--- src/rtl/ibex_ccu_ctrl.sv ---
// Sequencing controller between EX and the custom compute unit: issues one latched
// command, waits for its response, and masks flushes, timeouts and orphaned responses.
module ibex_ccu_ctrl #(
  parameter int unsigned TimeoutCycles = 255,
  parameter int unsigned FuncIdWidth   = 10
) (
  input  logic                   clk_i,
  input  logic                   rst_ni,
  input  logic                   req_i,
  input  logic [FuncIdWidth-1:0] req_function_id_i,
  input  logic [31:0]            req_operand_a_i,
  input  logic [31:0]            req_operand_b_i,
  input  logic                   flush_i,
  input  logic                   ready_id_i,
  output logic                   ccu_cmd_valid_o,
  input  logic                   ccu_cmd_ready_i,
  output logic [FuncIdWidth-1:0] ccu_cmd_function_id_o,
  output logic [31:0]            ccu_cmd_inputs_0_o,
  output logic [31:0]            ccu_cmd_inputs_1_o,
  input  logic                   ccu_rsp_valid_i,
  input  logic [31:0]            ccu_rsp_outputs_0_i,
  output logic                   ccu_rsp_ready_o,
  output logic [31:0]            result_o,
  output logic                   valid_o,
  output logic                   err_o,
  output logic                   busy_o
);

  localparam int unsigned CntW = (TimeoutCycles > 1) ? $clog2(TimeoutCycles) : 1;
  localparam logic [CntW-1:0] CntLast = CntW'((TimeoutCycles > 0) ? TimeoutCycles - 1 : 0);
  localparam logic [CntW-1:0] CntMax  = '1;
  localparam bit TimeoutEn = (TimeoutCycles != 0);

  typedef enum logic [1:0] {IDLE, ISSUE, WAIT, DONE} state_e;

  state_e                 state_q, state_d;
  logic                   stale_q, stale_d;
  logic [CntW-1:0]        cnt_q, cnt_d;
  logic                   err_q, err_d;
  logic [31:0]            result_q, result_d;
  logic [FuncIdWidth-1:0] func_id_q;
  logic [31:0]            op_a_q, op_b_q;
  logic                   load_cmd;
  logic                   cmd_hs;
  logic                   timeout_hit;
  logic                   illegal_rsp;

  assign ccu_cmd_valid_o       = (state_q == ISSUE) && !stale_q;
  assign cmd_hs                = ccu_cmd_valid_o && ccu_cmd_ready_i;
  assign timeout_hit           = TimeoutEn && (cnt_q == CntLast);
  assign ccu_cmd_function_id_o = func_id_q;
  assign ccu_cmd_inputs_0_o    = op_a_q;
  assign ccu_cmd_inputs_1_o    = op_b_q;
  assign ccu_rsp_ready_o       = 1'b1;
  assign result_o              = result_q;
  assign err_o                 = err_q;
  assign busy_o                = (state_q != IDLE);
  assign valid_o               = (state_q == DONE) && !flush_i;

  always_comb begin
    state_d  = state_q;
    stale_d  = stale_q;
    cnt_d    = cnt_q;
    err_d    = err_q;
    result_d = result_q;
    load_cmd = 1'b0;

    // A response arriving while stale always belongs to the aborted command.
    if (stale_q && ccu_rsp_valid_i) stale_d = 1'b0;
    if ((state_q == ISSUE || state_q == WAIT) && cnt_q != CntMax) cnt_d = cnt_q + 1'b1;

    unique case (state_q)
      IDLE: begin
        if (req_i && !flush_i) begin
          load_cmd = 1'b1;
          cnt_d    = '0;
          state_d  = ISSUE;
        end
      end
      ISSUE: begin
        if (flush_i) begin
          state_d = IDLE;
          if (cmd_hs) stale_d = 1'b1;
        end else if (cmd_hs && ccu_rsp_valid_i) begin
          result_d = ccu_rsp_outputs_0_i;
          err_d    = 1'b0;
          state_d  = DONE;
        end else if (cmd_hs && !timeout_hit) begin
          state_d = WAIT;
        end else if (timeout_hit) begin
          result_d = '0;
          err_d    = 1'b1;
          state_d  = DONE;
          if (cmd_hs) stale_d = 1'b1;
        end
      end
      WAIT: begin
        if (flush_i) begin
          state_d = IDLE;
          stale_d = !ccu_rsp_valid_i;
        end else if (ccu_rsp_valid_i) begin
          result_d = ccu_rsp_outputs_0_i;
          err_d    = 1'b0;
          state_d  = DONE;
        end else if (timeout_hit) begin
          result_d = '0;
          err_d    = 1'b1;
          stale_d  = 1'b1;
          state_d  = DONE;
        end
      end
      DONE: begin
        if (flush_i || ready_id_i) begin
          err_d   = 1'b0;
          state_d = IDLE;
        end
      end
      default: state_d = IDLE;
    endcase
  end

  always_ff @(posedge clk_i or negedge rst_ni) begin
    if (!rst_ni) begin
      state_q  <= IDLE;
      stale_q  <= 1'b0;
      cnt_q    <= '0;
      err_q    <= 1'b0;
      result_q <= '0;
    end else begin
      state_q  <= state_d;
      stale_q  <= stale_d;
      cnt_q    <= cnt_d;
      err_q    <= err_d;
      result_q <= result_d;
    end
  end

  always_ff @(posedge clk_i or negedge rst_ni) begin
    if (!rst_ni) begin
      func_id_q <= '0;
      op_a_q    <= '0;
      op_b_q    <= '0;
    end else if (load_cmd) begin
      func_id_q <= req_function_id_i;
      op_a_q    <= req_operand_a_i;
      op_b_q    <= req_operand_b_i;
    end
  end

  // Only WAIT, or ISSUE completing in the same cycle as the handshake, may see a live response.
  assign illegal_rsp = ccu_rsp_valid_i && !stale_q &&
                       !((state_q == WAIT) || (state_q == ISSUE && cmd_hs));

  rsp_legal_a: assert property (@(posedge clk_i) disable iff (!rst_ni) !illegal_rsp);

endmodule

--- config.mk ---
export PLATFORM = sky130hd
export DESIGN_NAME = ibex_ccu_ctrl
export DESIGN_NICKNAME = d
export VERILOG_FILES = /design/src/rtl/ibex_ccu_ctrl.sv
export SDC_FILE = /design/constraint.sdc
export NUM_CORES = 1
export LEC_CHECK = 0
export ABC_CLOCK_PERIOD_IN_PS = 3500
export BUFFER_PORTS_ARGS = -buffer_cell sky130_fd_sc_hd__buf_2
export CORE_ASPECT_RATIO = 0.6
export CORE_UTILIZATION = 50
export CTS_CLUSTER_DIAMETER = 80
export CTS_CLUSTER_SIZE = 8
export DETAILED_ROUTE_END_ITERATION = 10
export PLACE_DENSITY = 0.95
export SETUP_SLACK_MARGIN = 0.05
export SYNTH_ARGS = -nofsm -noshare
export SYNTH_HDL_FRONTEND = slang
export SYNTH_SLANG_ARGS = --single-unit
--- constraint.sdc ---
create_clock -name clk_i -period 3.5 [get_ports clk_i]
set_input_delay 0.175 -clock clk_i [delete_from_list [all_inputs] [get_ports clk_i]]
set_output_delay 0.175 -clock clk_i [all_outputs]
set_load 0.02 [all_outputs]
Word level (Yosys, flattened, before mapping) --
Cells that the tools add are included.
Storage, ports and cells: memories kept 0, bits in latches 0, memory bits (writable) 0, input port bits 113, bits in read-only memories 0, output and inout port bits 111, word-level logic and storage cells 79, register bits after elaboration 118
Cells by class: magnitude comparators 0, divide/modulo/power cells 0, equality and inequality tests 10, bitwise operators 0, reductions and logical operators 21, shift operators 0, add/subtract/negate cells 1, multiplexer cells 39, $mul 0
Operators with widths (count):
- two-way mux 32 bit | 6
- case mux 32 bit (2 select lines) | 1
- two-way mux 8 bit | 3
- two-way mux 1 bit | 18
- two-way mux 2 bit | 8
- adder 8 x 1 -> 8 bit (second input constant) | 1
- equality test 8 bit (second input constant) | 1
- logical AND 1 bit | 8
- inequality test 8 bit (second input constant) | 1
- case mux 2 bit (4 select lines) | 1
- inequality test 2 bit (second input constant) | 3
- AND reduction 5 bit | 1
- equality test 2 bit (second input constant) | 2
- zero test 1 bit | 4
- AND reduction 4 bit | 1
- nonzero test 2 bit | 2
- inequality test 3 bit (second input constant) | 1
- case mux 1 bit (3 select lines) | 1
- nonzero test 3 bit | 1
- equality test 2 x 1 -> 1 bit (second input constant) | 1
- zero test 2 bit | 1
- logical OR 1 bit | 2
- inequality test 2 x 1 -> 1 bit (second input constant) | 1
- case mux 1 bit (2 select lines) | 1
- AND reduction 2 bit | 1

Logic depth before layout (Yosys ltp) --
Gate-level depths: netlist of run 1.
word-level depth 9, gate-level depth with buffers 8, mapped depth without buffers 6

Least setup slack after synthesis of run 1 --
No wires, ideal clock.
path type register to register, start register state_q[0], end register func_id_q[0] (netlist: ccu_cmd_function_id_o[0]), stages on the path, launching flop included 7, slack 1.820 ns, clock period less this slack 1.680 ns, path buffers 1, arrival time 1.553 ns, required time 3.372 ns, library setup time 0.128 ns, cells stage by stage dfrtp_1 inv_1 ha_1 inv_2 nor2_4 buf_4 mux2_1
Between the ends: cells in the longest elaborated chain, start to end 2
Ends and longest elaborated chain:
- from (decl) | line 36 | state_e state_q, state_d;
- from (signal assigned) | line 130 | state_q <= state_d;
- zero test 2 bit | line 72 | unique case (state_q)
- two-way mux 1 bit | line 72
- to (signal assigned) | line 144 | func_id_q <= req_function_id_i;
- to (decl) | line 41 | logic [FuncIdWidth-1:0] func_id_q;
No other way between the ends. A chain may end at the register's enable or synchronous reset.

Worst setup path in the final report of run 1 --
start register state_q[1], end register result_q[26] (netlist: result_o[26])
Between the ends: cells in the longest elaborated chain, start to end 7, elaborated cells between the ends (all ways) 14, classes of those cells 5 x eq/ne; 3 x mux; 6 x reduce/logical
Ends and longest elaborated chain:
- equality test 2 x 1 -> 1 bit | line 48, 72
- logical AND 1 bit | line 48 | assign ccu_cmd_valid_o = (state_q == ISSUE) && !stale_q;
- logical AND 1 bit | line 49 | assign cmd_hs = ccu_cmd_valid_o && ccu_cmd_ready_i;
- logical AND 1 bit | line 84 | end else if (cmd_hs && ccu_rsp_valid_i) begin
- two-way mux 32 bit | line 84
- two-way mux 32 bit | line 81 | if (flush_i) begin
- case mux 32 bit (2 select lines) | line 72
- to (signal assigned) | line 134 | result_q <= result_d;
- to (decl) | line 40 | logic [31:0] result_q, result_d;
Parallel ways exist; a longest one is shown, timed or not. The select of a mux whose other input is x is not followed.

==> results of run 1 <==
flip-flops by register name, indices dropped and copies added (netlist names):
signal and count:
cnt_q 8, ccu_cmd_inputs_0_o 32, err_o 1, stale_q 1
ccu_cmd_inputs_1_o 32, result_o 32, ccu_cmd_function_id_o 10, state_q 2
cells in the mapped netlist, types with 2 or more instances:
master	instances	area share [%]
a22o_1	32	5.8
buf_2	5	0.52
a21o_1	2	0.31
mux2_2	2	0.47
ha_1	6	1.6
a21oi_1	5	0.52
nand2_1	6	0.47
mux2_1	72	17
dfrtp_1	118	61
inv_1	7	0.55
nor2_1	11	0.86
buf_4	9	1.4
nand3_1	3	0.31
nor3b_1	2	0.31
nor2b_1	2	0.26
o21ai_1	2	0.21
o21ai_0	3	0.31
xnor2_1	3	0.55
nor3_1	3	0.31
nor2_4	2	0.47
buf_8	3	0.94
or3_1	2	0.26
a211oi_1	3	0.47
power by group through the flow:
stage	Sequential, W	Combinational, W	Clock (W)
floorplan	0.00313	0.000824	0
global placement	0.00234	0.00247	0
detailed placement	0.00239	0.00257	0
CTS	0.00239	0.00266	0.00182
global route	0.00251	0.00287	0.00192
finish	0.00244	0.00273	0.00183
final timing paths:
path                            cells after the start                          startpoint                              endpoint
worst min register to register                      1  ccu_cmd_inputs_0_o[10]$_DFFE_PN0P_    ccu_cmd_inputs_0_o[10]$_DFFE_PN0P_
min in group asynchronous                           2                              rst_ni                    cnt_q[7]$_DFF_PN0_
worst max-delay path                                6              state_q[1]$_DFFE_PN0P_              result_o[26]$_DFFE_PN0P_
worst min-delay path                                2                req_function_id_i[9]  ccu_cmd_function_id_o[9]$_DFFE_PN0P_
max in group asynchronous                           3                              rst_ni              result_o[19]$_DFFE_PN0P_
worst max register to register                      6              state_q[1]$_DFFE_PN0P_              result_o[26]$_DFFE_PN0P_
cell type report:
class | instances | area [sq um]
antenna | 2 | 5.00
sequential | 118 | 2950
fill | 515 | 1780
clock buffer | 19 | 453
tap | 130 | 163
multi-input combinational | 184 | 1680
timing repair buffer | 312 | 2020
inverter | 8 | 30.0
clock inverter | 13 | 171
through the flow:
step | util (%) | total power (W) | hold slack [ns]
2_1_floorplan | - | 0.00396 | -0.121
3_3_place_gp | 64.9 | 0.00481 | 0.257
3_5_place_dp | 64.9 | 0.00495 | 0.273
4_1_cts | 80.2 | 0.00687 | 0.000346
5_1_grt | 80.7 | 0.00730 | 0.000748
6_report | 80.8 | 0.00700 | 0.0123
logic make-up (layout without fill, tap and decap cells):
group | count (synthesis) | after routing | share of synthesized area [%]
multiplexers | 74 | 74 | 17.3
XOR/XNOR | 3 | 3 | 0.547
adder cells (fa/ha/maj) | 6 | 6 | 1.56
AO/OA/AOI/OAI | 60 | 60 | 10.2
AND/OR/NAND/NOR | 40 | 40 | 5.18
flip-flops | 118 | 118 | 61.4
other | 1 | 3 | 0.0780
buffers and inverters | 26 | 352 | 3.72
timing repair:
item | in CTS | in global routing
endpoints found under the hold margin | 134 | 5
gates resized for setup | 0 | 0
hold buffers | 79 | 5
worst max-delay path, stage by stage, from the launching register on:
cell,delay (ns)
dfrtp_1,0.41
inv_1,0.10
ha_1,0.31
nand3b_4,0.13
a21boi_4,0.21
and3_1,0.96
a22o_1,0.31
per-layer routing:
layer  share of wire, %  vias up  track usage (%)
li1                   -     1826                -
met1                 38     2066             37.6
met2                 52      189             55.0
met3                6.5       36             9.52
met4                2.7        0             11.8
met5                  0        -                0
==> metrics, run 1 <==
outcome finished, final reports clean; overall routed net length 15300 um; core box area ~0.0093 sq mm; Logic pwr share between 30 and 40%; clk buf depth 2; fin. max-slew vios 0; commonest cells after routing, fill and taps aside 221 x buf_2, 118 x dfrtp_1, 84 x dlygate4sd3_1; first-pass GRT wire length about 24000 um; TritonCTS clock tree built; Reg clk slew, reported paths ~0.050 ns; Net Sw Frac between 30% and 40%; Mapped Cells ~330; Setup WS post-layout roughly 1 ns; GRT Total Usage 31.9%; Max-Cap Viols 0; most common cell after layout, fill and taps aside buf_2; largest net degree at the start of global routing 63; setup TNS 0 ns; initial antenna violation count 1; reg2reg setup slack ~1.0 ns; WL/cell ~19 um; chip width ~130 um; switching power total between 0.002 and 0.003 W; Area Overhead vs Synth 55.5%; Final min period between 2 and 2.5 ns; Yosys cell types 48; Fin. Hold Viols 0; routability cong. slightly below 0.9; Remaining Overflow, GRT 0; max_slew headroom ~23%; net count reported at finish 760; placed cell areas between 0.006 and 0.007 sq mm; final std cell area, no fill 0.00747 sq mm; DR iter-0 viols 255; startpoint types register; EDFF count, synth 0; slew of the pin with the lowest slew margin between 1 and 1.5 ns; Final Non-Filler Cells between 700 and 800; Post-CTS Setup Bufs 0; Seq pwr share a little over a third; Synth Warn # 0; Ports 224; Die H ~78 um; cell row count 27; fmax about 400 MHz; worst hold path type in2reg; mapped cell area a little under 0.005 sq mm; skew final about 0.0094 ns; register area share after synthesis ~61%; layout cell share with drive strength beyond 1 41.3%; vias in the first global route about 4300; Synth Area per Inst approximately 15 sq um; power density cells 936 mW/mm^2; CTS Buf Count 17; number of port buffers 222; clock network power share 26.1%; Seq cells post-synth about 120; DRT Pass-1 Iters 4; Placement Setup Slack around 1.1 ns; root buffer cell clkbuf_16; Clock Sinks ~120; Leak Pwr approximately 3.7 nW; Tcrit/Tclk final between 70% and 80%; maximum fanout along the worst path 32; via/cell ratio 5.24; # setup viols final 0; RSZ-0062 raised after global routing false; syn nets roughly 450; WS Path Type reg2reg; Clock Latency Late Sink between 0.4 and 0.5 ns; hpwl dp about 8700 um; H-Tree Depth 4; most used flip-flop cell after synthesis dfrtp_1; CP Capture Type register; Worst EP required ~3.8 ns; Worst EP arrival 2.83 ns; DRC violations left 0; die area around 0.010 sq mm; ys async rst share 100%; post-route ant nets 0; Pint ~0.0042 W; routed vias 4117; peak supply drop about 490 uV; placed cells 668; Initial Util around half
Note: power is estimated with default switching activity, not from simulation.
==> inputs of run 2 (changes only) <==
Settings changed: ABC_CLOCK_PERIOD_IN_PS 3500 to 2340, CORE_UTILIZATION 50 to 47, PLACE_DENSITY 0.95 to 0.92.
Clock period 3.5 ns to 2.34 ns, I/O delays scaled along.
==> run 2 against run 1 <==
Compared with the run above:
- sequential power up 50%
- clock-buffer cell count up 1
- cell area up 3.4%
- via count up 4.4%
- critical endpoint is now ccu_cmd_function_id_o[3]$_DFFE_PN0P_
- highest routed layer unchanged
==> metrics, run 2 (same netlist as run 1, synthesis figures left out) <==
Final min period about 2.0 ns; Max-Cap Viols 0; worst hold path type in2reg; Area Overhead vs Synth 60.7%; Antenna Diode Count 0; max_slew headroom slightly below 60%; DRT Pass-1 Iters 4; power density cells roughly 1300 mW/mm^2; routability cong. roughly 0.90; hpwl dp 9030 um; Die H approximately 80 um; first-pass GRT wire length between 20000 and 25000 um; vias in the first global route approximately 4500; Ports between 200 and 250; largest net degree at the start of global routing 64; cell row count 28; slew of the pin with the lowest slew margin around 0.6 ns; DR iter-0 viols 215; fmax between 400 and 500 MHz; TritonCTS clock tree built; Clock Latency Late Sink about 0.42 ns; # setup viols final 0; WL/cell between 15 and 20 um; worst r2r path cells 6; clk buf depth 2; commonest cells after routing, fill and taps aside 221 x buf_2, 118 x dfrtp_1, 107 x dlygate4sd3_1; die area 0.0106 sq mm; routed vias roughly 4300; GRT Total Usage 30.8%; layout cell share with drive strength beyond 1 39.8%; Post-CTS Setup Bufs 0; crit path from state_q[0]$_DFFE_PN0P_; Fill cells approximately 540; DRC violations left 0; post-route ant nets 0; reg2reg setup slack 0.31 ns; CP Capture Point ccu_cmd_function_id_o[3]$_DFFE_PN0P_; Worst R2R End ccu_cmd_function_id_o[3]$_DFFE_PN0P_; skew final approximately 0.013 ns; Post-CTS Resized 0; CP top delay family buffers and inverters; Final Non-Filler Cells approximately 810; maximum fanout along the worst path 25; via/cell ratio 5.28; hold_ws 0.0958 ns; core box area between 0.009 and 0.01 sq mm; setup TNS 0 ns; net count reported at finish roughly 790; Slowest cell on crit path dfrtp_1; most common cell after layout, fill and taps aside buf_2; RR Startpoint state_q[0]$_DFFE_PN0P_; slowest cell delay on critical path about 0.41 ns; RSZ-0062 raised after global routing false; Initial Util between 40% and 50%; Reg clk slew, reported paths roughly 0.060 ns; overall routed net length between 15000 and 20000 um; outcome finished, final reports clean; Worst EP arrival 2.31 ns; crit path cell chain inv_1, ha_1, inv_2, nor2_4, buf_12, mux2_1; fin. max-slew vios 0; number of cells on the critical path 6; CTS Buf Count 17; H-Tree Depth 4; placed cells 677; Worst EP required between 2 and 3 ns; Tcrit/Tclk final between 80% and 90%; Leak Pwr between 3 and 4 nW; Clock Sinks approximately 120; chip width 133 um; Remaining Overflow, GRT 0; initial antenna violation count 0; Critical path buffers and inverters 3; WS Path Type reg2reg; startpoint types register; root buffer cell clkbuf_16; CP Capture Type register; Fin. Hold Viols 0; peak supply drop between 800 and 900 uV; number of port buffers roughly 220
[run 2: layout make-up]
type	instances	area [sq um]	share of cell area [%]
Sequential cell	118	2950	38.2
Timing Repair Buffer	339	2320	30.1
Multi-Input combinational cell	184	1680	21.7
Clock buffer	20	447	5.78
Tap cell	135	169	2.19
Clock inverter	10	131	1.70
Inverter	8	30.0	0.389
[run 2: stage by stage]
stage	util, %	setup WS (ns)	total power [W]	cell area, sq um
after floorplan	-	0.660	0.00592	4810
after global placement	61.3	0.477	0.00724	6080
after detailed placement	61.3	0.370	0.00746	6080
after CTS	77.9	0.327	0.0102	7730
after global routing	77.9	0.202	0.0108	7730
final	77.9	0.312	0.0103	7730
[run 2: where the power goes]
part | switching, W | internal (W)
combinational | 0.00247 | 0.00163
sequential | 0.000640 | 0.00302
clock | 0.000905 | 0.00168
[run 2: worst reg2reg max path, cell delays in order (launching register included)]
cell,delay [ns]
dfrtp_1,0.41
inv_1,0.12
ha_1,0.28
inv_2,0.08
nor2_4,0.35
buf_12,0.25
mux2_1,0.41
[run 2: worst min path at each step]
stage,start,endpoint,slack (ns),cells past startpoint
2_1_floorplan,rst_ni,ccu_cmd_function_id_o[0]$_DFFE_PN0P_,-0.18,0
3_3_place_gp,rst_ni,result_o[1]$_DFFE_PN0P_,0.005,1
3_5_place_dp,rst_ni,result_o[1]$_DFFE_PN0P_,0.01,1
4_1_cts,ccu_rsp_valid_i,err_o$_DFFE_PN0P_,0.08,3
5_1_grt,ccu_rsp_valid_i,stale_q$_DFF_PN0_,0.10,3
6_report,ccu_rsp_valid_i,err_o$_DFFE_PN0P_,0.1,3
[run 2: timing repair]
action / 4_1_cts / 5_1_grt
endpoints found under the setup margin: 0 / 0
endpoints found under the hold margin: 185 / 0
hold buffers: 107 / 0
[run 2: per-layer routing]
| metal | part of all wire (%) | GRT usage [%] | vias up |
|---|---|---|---|
| met1 | 39 | 35.6 | 2148 |
| met4 | 3.1 | 15.5 | 0 |
| met2 | 52 | 54.4 | 223 |
| met3 | 6.1 | 7.45 | 50 |
| met5 | 0 | 0 | - |
| li1 | - | - | 1876 |
==> inputs of run 3 (changes only) <==
Settings changed: CELL_PAD_IN_SITES_DETAIL_PLACEMENT from default to 1, CELL_PAD_IN_SITES_GLOBAL_PLACEMENT from default to 1, CORE_UTILIZATION 47 to 35, PLACE_DENSITY 0.92 to 0.89.
==> run 3 against run 2 <==
Compared with the run above:
- global-route usage decreased by 6.6 points
- sequential share of layout area about the same
- final cell count increased by 4.2%
- die area increased by 34%
- clock power increased by 2%
- critical path depth increased by 1
- fmax decreased by 2.3%
- first-iteration DRC count decreased by 31%
- register-to-register slack got worse by 0.05 ns
- clock skew decreased by 0.0017 ns
==> metrics, run 3 (same netlist as run 1, synthesis figures left out) <==
via/cell ratio roughly 4.8; Worst EP arrival roughly 2.4 ns; root buffer cell clkbuf_16; largest net degree at the start of global routing between 80 and 90; Clock Latency Late Sink 0.40 ns; power density cells approximately 1300 mW/mm^2; net count reported at finish 782; number of port buffers 222; outcome finished, final reports clean; RSZ-0062 raised after global routing false; fin. max-slew vios 0; placed cell areas between 0.006 and 0.007 sq mm; number of cells on the critical path 7; TritonCTS clock tree built; Worst EP required roughly 2.7 ns; total power 0.0103 W; CP Capture Type register; Seq pwr share between 30% and 40%; H-Tree Depth 4; CP top delay family buffers and inverters; Critical path buffers and inverters 3; worst r2r path cells 7; layout cell share with drive strength beyond 1 between 30% and 40%; Tcrit/Tclk final approximately 89%; initial antenna violation count 2; # setup viols final 0; setup TNS 0 ns; Remaining Overflow, GRT 0; clk buf depth 2; core box area ~0.013 sq mm; WS Path Type reg2reg; CP Capture Point result_o[6]$_DFFE_PN0P_; Fin. Hold Viols 0; post-route ant nets 0; CP dominant cell by count inv_1; peak supply drop just under 600 uV; cell row count 32; routed vias a little over 4000; fmax 482 MHz; routability cong. about 0.76; Ports ~220; worst hold path type in2reg; DRT Pass-1 Iters 4; most common cell after layout, fill and taps aside buf_2; Post-CTS Setup Bufs 0; die area roughly 0.014 sq mm; Final min period between 2 and 2.5 ns; maximum fanout along the worst path 32; hpwl dp approximately 9400 um; switching power total between 0.004 and 0.005 W; Logic pwr share between 30% and 40%; Reg clk slew, reported paths around 0.060 ns; WL/cell 19.7 um; Slowest cell on crit path dfrtp_1; commonest cells after routing, fill and taps aside 221 x buf_2, 118 x dfrtp_1, 107 x dlygate4sd3_1; final std cell area, no fill between 0.007 and 0.008 sq mm; RR Startpoint state_q[0]$_DFFE_PN0P_; skew final 0.0110 ns; Max-Cap Viols 0; chip width about 150 um; DR iter-0 viols roughly 150; crit path from state_q[0]$_DFFE_PN0P_; Leak Pwr 3.79 nW; Area Overhead vs Synth 60.5%; Initial Util ~37%; DRC violations left 0; Pint ~0.0062 W; reg2reg setup slack between 0.2 and 0.3 ns; slew of the pin with the lowest slew margin between 0.5 and 0.6 ns; crit path cell chain inv_1, ha_1, inv_1, a21boi_4, and3_1, buf_4, a22o_1; max_slew headroom between 50% and 60%; slowest cell delay on critical path roughly 0.42 ns; GRT Total Usage about a quarter; Clock Sinks 118; clock network power share 25.3%; overall routed net length between 15000 and 20000 um; Die H ~90 um; startpoint types register; Net Sw Frac between 30% and 40%; CTS Buf Count 17; Fill cells roughly 1400; vias in the first global route ~4800; Worst R2R End result_o[6]$_DFFE_PN0P_; first-pass GRT wire length around 26000 um
run 3: routing by layer:
metal,vias to the layer above,part of all wire (%),track usage (%),routed length [um]
met4,0,1.1,7.07,179
li1,1862,-,-,-
met2,179,51,44.2,8590
met5,-,0,0,0
met3,16,5.5,5.76,917
met1,2054,42,28.3,7000
run 3: how the worst min path moves through the flow:
stage	from	endpoint	slack [ns]	cells past startpoint
floorplan	rst_ni	ccu_cmd_function_id_o[0]$_DFFE_PN0P_	-0.18	0
global placement	rst_ni	ccu_cmd_inputs_0_o[3]$_DFFE_PN0P_	0.12	1
detailed placement	rst_ni	ccu_cmd_inputs_0_o[3]$_DFFE_PN0P_	0.13	1
CTS	ccu_rsp_valid_i	err_o$_DFFE_PN0P_	0.09	3
global route	ccu_rsp_valid_i	err_o$_DFFE_PN0P_	0.11	3
finish	ccu_rsp_valid_i	err_o$_DFFE_PN0P_	0.11	3
run 3: timing repair:
action | 4_1_cts | 5_1_grt
endpoints found under the hold margin | 142 | 0
hold buffers | 107 | 0
resized for setup | 0 | 0
run 3: final cells by class:
cell class | count | area, sq um | area share, %
sequential | 118 | 2950 | 38.3
inverter | 8 | 30.0 | 0.389
clock buffer | 17 | 425 | 5.51
tap | 170 | 213 | 2.76
antenna | 2 | 5.00 | 0.0649
clock inverter | 15 | 169 | 2.19
multi-input combinational | 184 | 1680 | 21.7
timing repair buffer | 334 | 2250 | 29.1
run 3: worst register-to-register path, delay by kind of cell (launching register included):
family,cells,cell delay (ns)
buf+inv,3,0.64
simple gates,1,0.18
compound gates,2,0.45
flops,1,0.42
fa+ha+maj,1,0.32
run 3: through the flow:
step	instances	worst slack [ns]	util, %	hold WS, ns
2_1_floorplan	328	0.660	-	-0.179
3_3_place_gp	707	0.481	46.0	0.124
3_5_place_dp	707	0.343	46.0	0.135
4_1_cts	846	0.332	58.7	0.0864
5_1_grt	848	0.147	58.8	0.109
6_report	848	0.265	58.8	0.107
run 3: power by group through the flow:
| stage | Combinational [W] | Sequential (W) | Clock, W |
|---|---|---|---|
| after CTS | 0.00400 | 0.00358 | 0.00267 |
| after global placement | 0.00369 | 0.00353 | 0 |
| after global routing | 0.00432 | 0.00377 | 0.00275 |
| after floorplan | 0.00123 | 0.00469 | 0 |
| final | 0.00406 | 0.00366 | 0.00262 |
| after detailed placement | 0.00386 | 0.00358 | 0 |
